## src/rtl/l1_ahb_mtx_in_stage_pkg.sv

```systemverilog
// Shared bus-matrix encodings (HTRANS/HBURST/HRESP) and the address-phase
// bundle that the matrix input stages and output arbiters pass around.
package l1_ahb_mtx_in_stage_pkg;

  typedef enum logic [1:0] {
    HTRANS_IDLE   = 2'b00,
    HTRANS_BUSY   = 2'b01,
    HTRANS_NONSEQ = 2'b10,
    HTRANS_SEQ    = 2'b11
  } htrans_e;

  typedef enum logic [2:0] {
    HBURST_SINGLE = 3'b000,
    HBURST_INCR   = 3'b001,
    HBURST_WRAP4  = 3'b010,
    HBURST_INCR4  = 3'b011,
    HBURST_WRAP8  = 3'b100,
    HBURST_INCR8  = 3'b101,
    HBURST_WRAP16 = 3'b110,
    HBURST_INCR16 = 3'b111
  } hburst_e;

  typedef enum logic [1:0] {
    HRESP_OKAY  = 2'b00,
    HRESP_ERROR = 2'b01
  } hresp_e;

  typedef struct packed {
    logic [31:0] addr;
    logic [1:0]  trans;
    logic        write;
    logic [2:0]  size;
    logic [2:0]  burst;
    logic [3:0]  prot;
    logic        lock;
  } addr_phase_t;

endpackage

```

## src/rtl/l1_ahb_mtx_in_stage_if.sv

```systemverilog
// AHB slave-side port of one bus-matrix input: address phase from the master
// plus the ready/response returned to it.
interface l1_ahb_mtx_in_stage_if;
  logic        HSELS;
  logic [31:0] HADDRS;
  logic [1:0]  HTRANSS;
  logic        HWRITES;
  logic [2:0]  HSIZES;
  logic [2:0]  HBURSTS;
  logic [3:0]  HPROTS;
  logic        HMASTLOCKS;
  logic        HREADYS;
  logic        HREADYOUTS;
  logic [1:0]  HRESPS;

  modport slave (
    input  HSELS, HADDRS, HTRANSS, HWRITES, HSIZES, HBURSTS, HPROTS,
           HMASTLOCKS, HREADYS,
    output HREADYOUTS, HRESPS
  );

  modport master (
    output HSELS, HADDRS, HTRANSS, HWRITES, HSIZES, HBURSTS, HPROTS,
           HMASTLOCKS, HREADYS,
    input  HREADYOUTS, HRESPS
  );
endinterface

```

## src/rtl/l1_ahb_mtx_in_stage.sv

```systemverilog
// Bus-matrix input stage: holds an address phase the output stage cannot take
// yet, and tracks this port's data phase to return ready/response to the master.
module l1_ahb_mtx_in_stage
  import l1_ahb_mtx_in_stage_pkg::*;
(
  input  logic                        HCLK,
  input  logic                        HRESETn,
  l1_ahb_mtx_in_stage_if.slave        ahb,
  input  logic                        active_dec,
  input  logic                        HREADYM,
  input  logic                        readyout_dec,
  input  logic [1:0]                  resp_dec,
  output logic [31:0]                 sel_addr,
  output logic [1:0]                  sel_trans,
  output logic                        sel_write,
  output logic [2:0]                  sel_size,
  output logic [2:0]                  sel_burst,
  output logic [3:0]                  sel_prot,
  output logic                        sel_lock,
  output logic                        trans_pend
);

  logic        sample_s;
  logic        accept;
  logic        reg_hold_q, reg_hold_d;
  logic        data_ph_q, data_ph_d;
  addr_phase_t live_ap, held_q, held_d, out_ap;

  // Only NONSEQ/SEQ (HTRANS[1]=1) are real transfers worth holding.
  assign sample_s = ahb.HSELS & ahb.HREADYS & ahb.HTRANSS[1];
  assign accept   = active_dec & HREADYM;

  assign live_ap = '{addr:  ahb.HADDRS,  trans: ahb.HTRANSS, write: ahb.HWRITES,
                     size:  ahb.HSIZES,  burst: ahb.HBURSTS, prot:  ahb.HPROTS,
                     lock:  ahb.HMASTLOCKS};

  always_comb begin
    // NOTE: every variable gets a default first so no path leaves it unassigned (no latch).
    reg_hold_d = reg_hold_q;
    held_d     = held_q;
    data_ph_d  = data_ph_q;

    if (reg_hold_q && accept) begin
      reg_hold_d = 1'b0;
    end else if (sample_s && !accept) begin
      reg_hold_d = 1'b1;
      held_d     = live_ap;
    end

    if (accept && (reg_hold_q || sample_s)) begin
      data_ph_d = 1'b1;
    end else if (readyout_dec) begin
      data_ph_d = 1'b0;
    end
  end

  always_ff @(posedge HCLK or negedge HRESETn) begin
    // NOTE: non-blocking assignments so all state updates see pre-edge values.
    if (!HRESETn) begin
      reg_hold_q <= 1'b0;
      data_ph_q  <= 1'b0;
      held_q     <= '0;
    end else begin
      reg_hold_q <= reg_hold_d;
      data_ph_q  <= data_ph_d;
      held_q     <= held_d;
    end
  end

  always_comb begin
    out_ap = reg_hold_q ? held_q : live_ap;
    if (!reg_hold_q && !ahb.HSELS) begin
      out_ap.trans = HTRANS_IDLE;
    end
  end

  assign sel_addr  = out_ap.addr;
  assign sel_trans = out_ap.trans;
  assign sel_write = out_ap.write;
  assign sel_size  = out_ap.size;
  assign sel_burst = out_ap.burst;
  assign sel_prot  = out_ap.prot;
  assign sel_lock  = out_ap.lock;

  assign trans_pend = reg_hold_q | sample_s;

  // A held transfer stalls the master; otherwise the data phase owns ready.
  assign ahb.HREADYOUTS = reg_hold_q ? 1'b0 : (data_ph_q ? readyout_dec : 1'b1);
  assign ahb.HRESPS     = data_ph_q ? resp_dec : HRESP_OKAY;

endmodule

```

## src/flat_wrapper.sv

```systemverilog
// flat-port wrapper written by rule: the top's interface ports become plain ports
module l1_ahb_mtx_in_stage_flat import l1_ahb_mtx_in_stage_pkg::*;
  (HCLK, HRESETn, active_dec, HREADYM, readyout_dec, resp_dec, sel_addr, sel_trans, sel_write, sel_size, sel_burst, sel_prot, sel_lock, trans_pend, ahb_HSELS, ahb_HADDRS, ahb_HTRANSS, ahb_HWRITES, ahb_HSIZES, ahb_HBURSTS, ahb_HPROTS, ahb_HMASTLOCKS, ahb_HREADYS, ahb_HREADYOUTS, ahb_HRESPS);
  l1_ahb_mtx_in_stage_if ahb_i ();
  input  logic HCLK;
  input  logic HRESETn;
  input  logic active_dec;
  input  logic HREADYM;
  input  logic readyout_dec;
  input  logic [1:0] resp_dec;
  output logic [31:0] sel_addr;
  output logic [1:0] sel_trans;
  output logic sel_write;
  output logic [2:0] sel_size;
  output logic [2:0] sel_burst;
  output logic [3:0] sel_prot;
  output logic sel_lock;
  output logic trans_pend;
  input wire logic [$bits(ahb_i.HSELS)-1:0] ahb_HSELS;
  input wire logic [$bits(ahb_i.HADDRS)-1:0] ahb_HADDRS;
  input wire logic [$bits(ahb_i.HTRANSS)-1:0] ahb_HTRANSS;
  input wire logic [$bits(ahb_i.HWRITES)-1:0] ahb_HWRITES;
  input wire logic [$bits(ahb_i.HSIZES)-1:0] ahb_HSIZES;
  input wire logic [$bits(ahb_i.HBURSTS)-1:0] ahb_HBURSTS;
  input wire logic [$bits(ahb_i.HPROTS)-1:0] ahb_HPROTS;
  input wire logic [$bits(ahb_i.HMASTLOCKS)-1:0] ahb_HMASTLOCKS;
  input wire logic [$bits(ahb_i.HREADYS)-1:0] ahb_HREADYS;
  output wire logic [$bits(ahb_i.HREADYOUTS)-1:0] ahb_HREADYOUTS;
  output wire logic [$bits(ahb_i.HRESPS)-1:0] ahb_HRESPS;
  assign ahb_i.HSELS = ahb_HSELS;
  assign ahb_i.HADDRS = ahb_HADDRS;
  assign ahb_i.HTRANSS = ahb_HTRANSS;
  assign ahb_i.HWRITES = ahb_HWRITES;
  assign ahb_i.HSIZES = ahb_HSIZES;
  assign ahb_i.HBURSTS = ahb_HBURSTS;
  assign ahb_i.HPROTS = ahb_HPROTS;
  assign ahb_i.HMASTLOCKS = ahb_HMASTLOCKS;
  assign ahb_i.HREADYS = ahb_HREADYS;
  assign ahb_HREADYOUTS = ahb_i.HREADYOUTS;
  assign ahb_HRESPS = ahb_i.HRESPS;
  l1_ahb_mtx_in_stage u_core (.HCLK(HCLK), .HRESETn(HRESETn), .ahb(ahb_i), .active_dec(active_dec), .HREADYM(HREADYM), .readyout_dec(readyout_dec), .resp_dec(resp_dec), .sel_addr(sel_addr), .sel_trans(sel_trans), .sel_write(sel_write), .sel_size(sel_size), .sel_burst(sel_burst), .sel_prot(sel_prot), .sel_lock(sel_lock), .trans_pend(trans_pend));
endmodule
```

## config.mk

```make
export PLATFORM = sky130hd
export DESIGN_NAME = l1_ahb_mtx_in_stage_flat
export DESIGN_NICKNAME = d
export VERILOG_FILES = /design/src/rtl/l1_ahb_mtx_in_stage_pkg.sv /design/src/rtl/l1_ahb_mtx_in_stage_if.sv /design/src/rtl/l1_ahb_mtx_in_stage.sv /design/src/flat_wrapper.sv
export SDC_FILE = /design/constraint.sdc
export NUM_CORES = 1
export LEC_CHECK = 0
export BUFFER_PORTS_ARGS = -buffer_cell sky130_fd_sc_hd__buf_2
export CAP_MARGIN = 20
export CORE_MARGIN = 2
export CORE_UTILIZATION = 35
export CTS_CLUSTER_SIZE = 12
export DETAILED_ROUTE_END_ITERATION = 8
export PLACE_DENSITY = 0.65
export REMOVE_ABC_BUFFERS = 1
export SYNTH_ARGS = -nofsm -noshare
export SYNTH_HDL_FRONTEND = slang
export SYNTH_SLANG_ARGS = --single-unit
export TNS_END_PERCENT = 20
```

## constraint.sdc

```tcl
create_clock -name HCLK -period 2.2 [get_ports HCLK]
set_input_delay 0.22 -clock HCLK [delete_from_list [all_inputs] [get_ports HCLK]]
set_output_delay 0.22 -clock HCLK [all_outputs]
set_load 0.005 [all_outputs]
```

==> results of run 1 <==
## flip-flops by register name, indices dropped and copies added (netlist names)
register / flops
u_core.reg_hold_q: 1
u_core.data_ph_q: 1
u_core.held_q: 46
## worst min-delay path by stage
stage                               endpoint  slack, ns  cells after the start
4_1_cts        u_core.reg_hold_q$_DFFE_PN0P_       0.12                      2
3_5_place_dp   u_core.held_q[30]$_DFFE_PN0P_       0.26                      1
6_report       u_core.reg_hold_q$_DFFE_PN0P_       0.13                      2
2_1_floorplan   u_core.data_ph_q$_DFFE_PN0P_      -0.08                      0
3_3_place_gp   u_core.held_q[16]$_DFFE_PN0P_       0.25                      1
5_1_grt        u_core.reg_hold_q$_DFFE_PN0P_       0.11                      2
## timing repair
item	4_1_cts	5_1_grt
hold buffers	1	0
endpoints found under the hold margin	25	0
gates resized for setup	0	0
## power by group through the flow
| stage | clock network [mW] | logic (mW) | registers (mW) |
|---|---|---|---|
| after detailed placement | 0 | 0.613 | 1.18 |
| final | 0.552 | 0.602 | 1.16 |
| after CTS | 0.588 | 0.617 | 1.16 |
| after global placement | 0 | 0.599 | 1.17 |
| after global routing | 0.621 | 0.659 | 1.19 |
| after floorplan | 0 | 0.362 | 1.16 |
## synthesized netlist by cell type
master     number
and2_1          2
a21oi_1         2
mux2_4          3
or2b_1          1
o2bb2ai_1       1
mux2_2         86
buf_2           5
a31oi_1         1
o21ai_0         2
nand2_1         5
clkbuf_1        1
nand4_4         1
dfrtp_1        48
inv_1           2
clkbuf_8        4
## critical path: cells and delay by family, from the launching register on
family / cells / cell delay, ns
DFF: 1 / 0.72
buffers and inverters: 2 / 0.40
muxes: 1 / 0.36
## per-layer routing
metal | global-route usage | part of all wire
met5 | 0 | 0
met4 | 0.0369 | 0.0094
met3 | 0.0410 | 0.063
met2 | 0.215 | 0.52
met1 | 0.139 | 0.41
## area by class of cell
class                           instances  area, µm²
Sequential cell                        48       1200
Multi-Input combinational cell        104       1110
Inverter                                2       7.51
Fill cell                             635       3650
Clock buffer                            7       96.3
Timing Repair Buffer                  107        558
Tap cell                               80        100
## cell families after synthesis
logic type,count (synthesis),share of synthesized area
simple gates,9,0.0250
buf+inv,12,0.0380
flops,48,0.500
compound gates,6,0.0146
mux,89,0.422
==> metrics.md, run 1 <==
| Metric | Value |
|---|---|
| Worst slew pin tran | `0.845 ns` |
| Worst voltage drop across the vdd grid | `roughly 310 µV` |
| Critical path endpoint category | `output pin` |
| Total power consumption of the routed design | `2.31 mW` |
| Worst endpoint required time | `~2.0 ns` |
| Reg-to-reg critical path startpoint | `u_core.reg_hold_q$_DFFE_PN0P_` |
| Post-detailed-route count of antenna-violating nets | `0` |
| Reported leakage power | `roughly 1.5 nW` |
| Post-DR wirelength/cell | `between 10 and 15 µm` |
| Non-filler cells, final | `approximately 350` |
| Portion of total power attributed to sequential cells | `0.501` |
| Number of distinct standard cells referenced by the synthesized netlist | `15` |
| Proportion of power drawn by the clock network | `0.239` |
| Combinational share of power | `0.260` |
| Share of post-route cells with drive strength above 1 | `0.761` |
| Worst rel slew slack | `0.436` |
| Number of top-level pins | `approximately 110` |
| Number of levels in the clock H-tree | `2` |
| Post-route worst setup slack | `0.193 ns` |
| Slowest-stage cell, CP | `dfrtp_2` |
| Leading cell type in the layout, fill and taps excluded | `buf_2` |
| Setup repair after global routing missed its margin | `false` |
| Area growth from synthesis to final layout | `28.0%` |
| Crit share post-route | `0.912` |
| Remaining global-route overflow | `0` |
| Leading cell types by total area after synthesis | `dfrtp_1, mux2_2, clkbuf_8` |
| Final Setup Violations | `0` |
| Register bit count reported by yosys | `48` |
| Portion of the post-synthesis area used by sequential elements | `0.500` |
| GRT Resource Usage Total | `0.122` |
| Height of the die | `about 87 µm` |
| Final instance area | `roughly 0.0031 mm²` |
| Worst min-delay path startpoint | `HREADYM` |
| Slowest stage delay, CP | `between 0.7 and 0.8 ns` |
| Core Util, Final | `0.457` |
| Worst setup slack before clock tree synthesis | `between 0.3 and 0.4 ns` |
| Via count of the first global-routing pass | `between 1500 and 2000` |
| Global-route wire length before repair | `around 7300 µm` |
| Detailed-route wire length | `~4700 µm` |
| Max-slew violations | `0` |
| Number of endpoints with negative hold slack in the final report | `0` |
| Number of detailed-route iterations in the first pass | `3` |
| Power density over cell area | `approximately 750 mW/mm²` |
| Share of the synthesized area in the top cell type | `0.500` |
| Buffer levels on the longest clock path | `2` |
| Number of max-cap violations | `0` |
| Post-placement cell area | `~0.0030 mm²` |
| Most area-hungry cell type in the Yosys netlist | `dfrtp_1` |
| Post-CTS clock slew at the launch and capture registers of the worst setup and hold paths | `0.08 ns` |
| Net load switching power | `0.580 mW` |
| Estimated wirelength of the detail-placed design | `roughly 3400 µm` |
| Launch point of the critical path | `u_core.reg_hold_q$_DFFE_PN0P_` |
| Total die area | `approximately 0.0075 mm²` |
| Worst R2R Setup Slack | `just over 1 ns` |
| Pin count of the biggest net entering global routing | `between 40 and 50` |
| Worst hold path class | `input port to flip-flop` |
| Number of placed instances, taps included | `340` |
| Cell internal pwr | `around 1.7 mW` |
| Cells along the critical path | `buf_12 > mux2_2 > buf_2` |
| Critical Path Fanout Max | `28` |
| End of the critical path | `sel_size[2]` |
| Number of port buffers | `approximately 100` |
| Starting utilization of the core area | `0.357` |
| Placeable core region | `approximately 0.0067 mm²` |
| Worst-Skew Late Latency | `~0.28 ns` |
| Peak clock frequency supported by timing | `~0.5 GHz` |
| Top library cells by usage in the layout, fill and taps aside | `buf_2, mux2_2, dfrtp_1, clkbuf_8, nand2_1` |
| Total of warnings raised by yosys | `0` |
| Gpl congestion | `between 0.6 and 0.7` |
| Postcts setup bufs | `0` |
| DRC viols | `0` |
| Total CTS buffers | `5` |
| Number of violations reported at the end of detailed-routing iteration 0 | `38` |
| Data arrival time of the critical path | `between 1.5 and 2 ns` |
| Register-to-Register Path Depth | `2` |
| TritonCTS clock tree | `yes` |
| Run status | `completed` |
| Mean cell area of the mapped netlist | `~15 µm²` |
| Critical path class | `flip-flop to output pin` |
| Max Clock Skew | `roughly 0.00033 ns` |
| # clock sinks | `48` |
| Kind of launch point of the worst setup path | `flip-flop` |
| Detail-routed via count per cell | `around 4.8` |
| Number of antenna violations at the first check in global routing | `0` |
| Net switching fraction of the power | `0.251` |
| Nets | `323` |
| Setup Total Neg Slack | `0 ns` |
| Antenna cell count | `0` |
| Hold slack final | `roughly 0.13 ns` |
| Width of the die | `between 80 and 90 µm` |
| Total via count after detailed routing | `between 1500 and 2000` |
| Cell count after synthesis | `164` |
| Final period demand of the worst path | `2.01 ns` |
| Endpoint of the most critical register-to-register path | `u_core.data_ph_q$_DFFE_PN0P_` |
| Root Buffer Master | `clkbuf_8` |
| Cell area after synthesis | `~0.0024 mm²` |
| Num rows | `30` |
(Power assumes the default switching activity.)
==> run 2, diff against run 1 <==
Settings changed: RECOVER_POWER from default to 100.
==> run 2 against run 1 <==
Combinational power decreased by 3%. Fmax is 0.10% lower. Worst hold slack worse by 0.0013 ns. Sequential cell count did not move. Cell count is the same. Via count stayed put. Register-to-register slack about the same. Design area is 0.90% lower. Routed wire length about the same. First-iteration DRC count is 16% higher. Highest routed layer unchanged.
==> metrics.md, run 2 (synthesis gave the netlist of run 1 again) <==
| Metric | Value |
|---|---|
| Run status | `completed` |
| Detail-routed via count per cell | `4.77` |
| Num rows | `30` |
| Worst slew pin tran | `between 1 and 1.5 ns` |
| Top routing layer in use | `met4` |
| Number of flip-flops in the largest register | `46` |
| Leading cell type in the layout, fill and taps excluded | `buf_2` |
| Starting utilization of the core area | `0.357` |
| TritonCTS clock tree | `yes` |
| Postcts setup bufs | `0` |
| Global-route wire length before repair | `7320 µm` |
| Setup repair after global routing missed its margin | `false` |
| Via count of the first global-routing pass | `about 1600` |
| Setup Total Neg Slack | `0 ns` |
| Max-slew violations | `0` |
| Worst-Skew Late Latency | `about 0.28 ns` |
| Post-placement cell area | `around 0.003 mm²` |
| Number of buffers inserted for hold repair after clock tree synthesis | `1` |
| Max Clock Skew | `0.000325 ns` |
| Peak clock frequency supported by timing | `0.498 GHz` |
| Worst endpoint required time | `between 1.5 and 2 ns` |
| Root Buffer Master | `clkbuf_8` |
| Number of endpoints with negative hold slack in the final report | `0` |
| Amount of wire on met2 after detailed routing | `2390 µm` |
| Cells along the critical path | `buf_12 > mux2_1 > buf_2` |
| Slowest-stage cell, CP | `dfrtp_2` |
| Number of detailed-route iterations in the first pass | `3` |
| Remaining global-route overflow | `0` |
| Biggest register | `u_core.held_q` |
| Met3 WL post-DR | `between 200 and 300 µm` |
| Power density over cell area | `~750 mW/mm²` |
| Met1 WL | `1960 µm` |
| Gpl congestion | `between 0.6 and 0.7` |
| Critical path endpoint category | `output pin` |
| Largest delay contributor family on the critical path | `flip-flops` |
| Worst rel slew slack | `0.0656` |
| Total CTS buffers | `5` |
| Slowest stage delay, CP | `0.72 ns` |
| Number of top-level pins | `roughly 110` |
| Area growth from synthesis to final layout | `26.8%` |
| Detailed-route wire length | `~4700 µm` |
| Kind of launch point of the worst setup path | `flip-flop` |
| Fill cell instance count of the final layout | `between 600 and 700` |
| Reported leakage power | `between 1 and 1.5 nW` |
| Worst setup slack before clock tree synthesis | `0.334 ns` |
| Width of the die | `around 87 µm` |
| Worst voltage drop across the vdd grid | `roughly 300 µV` |
| Number of levels in the clock H-tree | `2` |
| Buffering stage count on the worst path with inverters included | `2` |
| Post-route worst setup slack | `between 0.15 and 0.2 ns` |
| GRT Resource Usage Total | `0.122` |
| Worst hold path class | `input port to flip-flop` |
| Final Setup Violations | `0` |
| Total via count after detailed routing | `approximately 1700` |
| Height of the die | `just under 90 µm` |
| # clock sinks | `between 40 and 50` |
| Buffer levels on the longest clock path | `2` |
| Nets | `~320` |
| Total power consumption of the routed design | `between 2 and 2.5 mW` |
| Post-DR wirelength/cell | `about 13 µm` |
| Antenna cell count | `0` |
| Final period demand of the worst path | `about 2.0 ns` |
| Final instance area | `around 0.0030 mm²` |
| Placeable core region | `about 0.0067 mm²` |
| Total die area | `0.00754 mm²` |
| Share of post-route cells with drive strength above 1 | `0.698` |
| Number of max-cap violations | `0` |
| Critical path class | `flip-flop to output pin` |
| Crit share post-route | `0.913` |
| Post-CTS clock slew at the launch and capture registers of the worst setup and hold paths | `~0.08 ns` |
| Top library cells by usage in the layout, fill and taps aside | `buf_2, mux2_2, dfrtp_1, clkbuf_1, clkbuf_8` |
| Critical Path Fanout Max | `28` |
| Post-cts resize count | `0` |
| Estimated wirelength of the detail-placed design | `~3400 µm` |
| Pin count of the biggest net entering global routing | `47` |
| Post-detailed-route count of antenna-violating nets | `0` |
| Number of antenna violations at the first check in global routing | `0` |
| Registers with the highest flip-flop counts | `u_core.held_q: 46 flops, u_core.data_ph_q: 1 flops, u_core.reg_hold_q: 1 flops` |
| Number of port buffers | `104` |
| Data arrival time of the critical path | `approximately 1.8 ns` |
| Number of violations reported at the end of detailed-routing iteration 0 | `44` |
| DRC viols | `0` |
run 2: layer usage:
| metal | vias to the layer above | global-route usage |
|---|---|---|
| met3 | 4 | 0.0410 |
| met1 | 808 | 0.139 |
| met2 | 53 | 0.215 |
| met4 | 0 | 0.0369 |
| met5 | - | 0 |
| li1 | 795 | - |
run 2: area by class of cell:
type / count / area (µm²) / area share
sequential: 48 / 1200 / 0.395
multi-input combinational: 104 / 1100 / 0.360
timing repair buffer: 107 / 542 / 0.178
tap: 80 / 100 / 0.0329
clock buffer: 7 / 96.3 / 0.0316
inverter: 2 / 7.51 / 0.00247
run 2: final timing paths:
path	start	to	slack, ns	depth (start not counted)
min in group asynchronous	HRESETn	u_core.held_q[16]$_DFFE_PN0P_	0.78	2
worst max register to register	u_core.reg_hold_q$_DFFE_PN0P_	u_core.data_ph_q$_DFFE_PN0P_	1.03	2
worst min register to register	u_core.held_q[13]$_DFFE_PN0P_	u_core.held_q[13]$_DFFE_PN0P_	0.47	1
worst max-delay path	u_core.reg_hold_q$_DFFE_PN0P_	sel_size[2]	0.19	3
worst min-delay path	HREADYM	u_core.reg_hold_q$_DFFE_PN0P_	0.13	2
max in group asynchronous	HRESETn	u_core.held_q[27]$_DFFE_PN0P_	0.39	3
run 2: power breakdown:
group | switching, mW | leakage [nW] | internal (mW) | total, mW
logic | 0.212 | 0.805 | 0.373 | 0.585
clock network | 0.273 | 0.0503 | 0.280 | 0.553
registers | 0.0967 | 0.569 | 1.06 | 1.16
run 2: per-stage QoR:
| step | utilization | std cells | hold slack, ns |
|---|---|---|---|
| global placement | 0.442 | 340 | 0.253 |
| global route | 0.453 | 348 | 0.115 |
| floorplan | - | 154 | -0.0756 |
| finish | 0.453 | 348 | 0.132 |
| CTS | 0.457 | 348 | 0.120 |
| detailed placement | 0.442 | 340 | 0.264 |
==> run 3, diff against run 2 <==
Settings changed: HOLD_SLACK_MARGIN from default to 0.06, SLEW_MARGIN from default to 0.
Clock period 2.2 ns to 2.14 ns, I/O delays scaled along.
==> run 3 against run 2 <==
Clock skew is essentially flat. Clock power grew 17%. Global-route usage is essentially flat. Total power grew 6.1%. Routed wire length shrank 0.66%. Sequential power is essentially flat. Core utilization grew 0.17 points. Cell count grew 0.29%. Non-clock buffer count is the same.
==> metrics.md, run 3 (synthesis gave the netlist of run 1 again) <==
| Metric | Value |
|---|---|
| Run status | `completed` |
| Total die area | `0.00754 mm²` |
| Share of post-route cells with drive strength above 1 | `0.691` |
| Antenna cell count | `0` |
| Critical Path Fanout Max | `28` |
| Estimated wirelength of the detail-placed design | `about 3300 µm` |
| Total via count after detailed routing | `~1700` |
| Pin count of the biggest net entering global routing | `between 40 and 50` |
| Gpl congestion | `~0.66` |
| Max-slew violations | `0` |
| Width of the die | `between 80 and 90 µm` |
| Number of levels in the clock H-tree | `2` |
| Via count of the first global-routing pass | `approximately 1600` |
| Number of max-cap violations | `0` |
| Nets | `about 320` |
| Number of top-level pins | `~110` |
| Crit share post-route | `0.921` |
| # clock sinks | `48` |
| Critical path class | `flip-flop to output pin` |
| Detail-routed via count per cell | `~4.8` |
| Registers with the highest flip-flop counts | `u_core.held_q: 46 flops, u_core.data_ph_q: 1 flops, u_core.reg_hold_q: 1 flops` |
| Final Setup Violations | `0` |
| Data arrival time of the critical path | `about 1.8 ns` |
| Root Buffer Master | `clkbuf_8` |
| Worst-Skew Late Latency | `approximately 0.29 ns` |
| Worst endpoint required time | `approximately 1.9 ns` |
| Max Clock Skew | `0.0000406 ns` |
| Worst rel slew slack | `0.124` |
| DRC viols | `0` |
| Setup repair after global routing missed its margin | `false` |
| Post-detailed-route count of antenna-violating nets | `0` |
| Number of flip-flops in the largest register | `46` |
| Number of buffers inserted for hold repair after clock tree synthesis | `1` |
| Leading cell type in the layout, fill and taps excluded | `buf_2` |
| Buffer levels on the longest clock path | `2` |
| Total CTS buffers | `5` |
| TritonCTS clock tree | `yes` |
| Number of endpoints with negative hold slack in the final report | `0` |
| Reported leakage power | `1.42 nW` |
| Remaining global-route overflow | `0` |
| Number of violations reported at the end of detailed-routing iteration 0 | `30` |
| Global-route wire length before repair | `about 7200 µm` |
| Biggest register | `u_core.held_q` |
| Placeable core region | `approximately 0.0067 mm²` |
| Setup Total Neg Slack | `0 ns` |
| Power density over cell area | `797 mW/mm²` |
| Kind of launch point of the worst setup path | `flip-flop` |
| Height of the die | `86.8 µm` |
| Top library cells by usage in the layout, fill and taps aside | `buf_2, mux2_2, dfrtp_1, clkbuf_1` |
| Number of antenna violations at the first check in global routing | `0` |
| Critical path endpoint category | `output pin` |
| Number of port buffers | `104` |
| Num rows | `30` |
| Total power consumption of the routed design | `about 2.4 mW` |
| GRT Resource Usage Total | `0.122` |
| Postcts setup bufs | `0` |
| Post-cts resize count | `0` |
| Area growth from synthesis to final layout | `27.3%` |
| Starting utilization of the core area | `0.357` |
| Peak clock frequency supported by timing | `0.508 GHz` |
| Worst slew pin tran | `between 1 and 1.5 ns` |
| Number of detailed-route iterations in the first pass | `2` |
| Final period demand of the worst path | `about 2 ns` |
| Detailed-route wire length | `between 4000 and 5000 µm` |
| Worst hold path class | `input port to flip-flop` |
| Worst voltage drop across the vdd grid | `between 300 and 400 µV` |
| Post-CTS clock slew at the launch and capture registers of the worst setup and hold paths | `approximately 0.090 ns` |
| Post-DR wirelength/cell | `about 13 µm` |
[run 3: cell types whose count changed in the layout (fill, tap and decap cells not counted), sizes merged]
cell,delta
buf,-3
bufinv,+1
clkbuf,+1
clkinv,+1
clkinvlp,+1
[run 3: area by class of cell]
type                            instances  area, µm²
Fill cell                             657       3660
Sequential cell                        48       1200
Multi-Input combinational cell        104       1100
Timing Repair Buffer                  107        538
Tap cell                               80        100
Clock buffer                            5       68.8
Clock inverter                          3       42.5
Inverter                                2       7.51
[run 3: per-layer routing]
layer,global-route usage,part of all wire,vias up
met5,0,0,-
met4,0.0384,0.0084,0
met3,0.0352,0.060,5
met2,0.209,0.50,52
met1,0.147,0.43,822
li1,-,-,795
[run 3: worst max-delay path, stage by stage, from the launching register on]
cell     delay (ns)
dfrtp_2        0.71
buf_12         0.26
mux2_2         0.35
buf_2          0.13
[run 3: worst paths after layout]
kind | end | slack, ns | start | cells after the start
worst max-delay path | sel_addr[6] | 0.17 | u_core.reg_hold_q$_DFFE_PN0P_ | 3
worst min-delay path | u_core.reg_hold_q$_DFFE_PN0P_ | 0.1 | HREADYM | 2
worst max register to register | u_core.data_ph_q$_DFFE_PN0P_ | 0.97 | u_core.reg_hold_q$_DFFE_PN0P_ | 2
worst min register to register | u_core.held_q[13]$_DFFE_PN0P_ | 0.47 | u_core.held_q[13]$_DFFE_PN0P_ | 1
max in group asynchronous | u_core.reg_hold_q$_DFFE_PN0P_ | 0.39 | HRESETn | 3
min in group asynchronous | u_core.held_q[18]$_DFFE_PN0P_ | 0.73 | HRESETn | 2
[run 3: metrics by stage]
stage | hold WS [ns] | instance area (µm²) | setup slack (ns) | utilization | instances
finish | 0.0997 | 3060 | 0.170 | 0.455 | 349
CTS | 0.0868 | 3090 | 0.112 | 0.460 | 349
detailed placement | 0.241 | 2970 | 0.289 | 0.442 | 340
floorplan | -0.0816 | 2320 | 0.243 | - | 154
global placement | 0.240 | 2970 | 0.294 | 0.442 | 340
global route | 0.0899 | 3060 | 0.0417 | 0.455 | 349
[run 3: power breakdown]
part           leakage, nW  switching (mW)  internal (mW)
registers            0.569          0.0980           1.09
clock network       0.0541           0.302          0.346
logic                0.796           0.216          0.382
total                 1.42           0.616           1.82
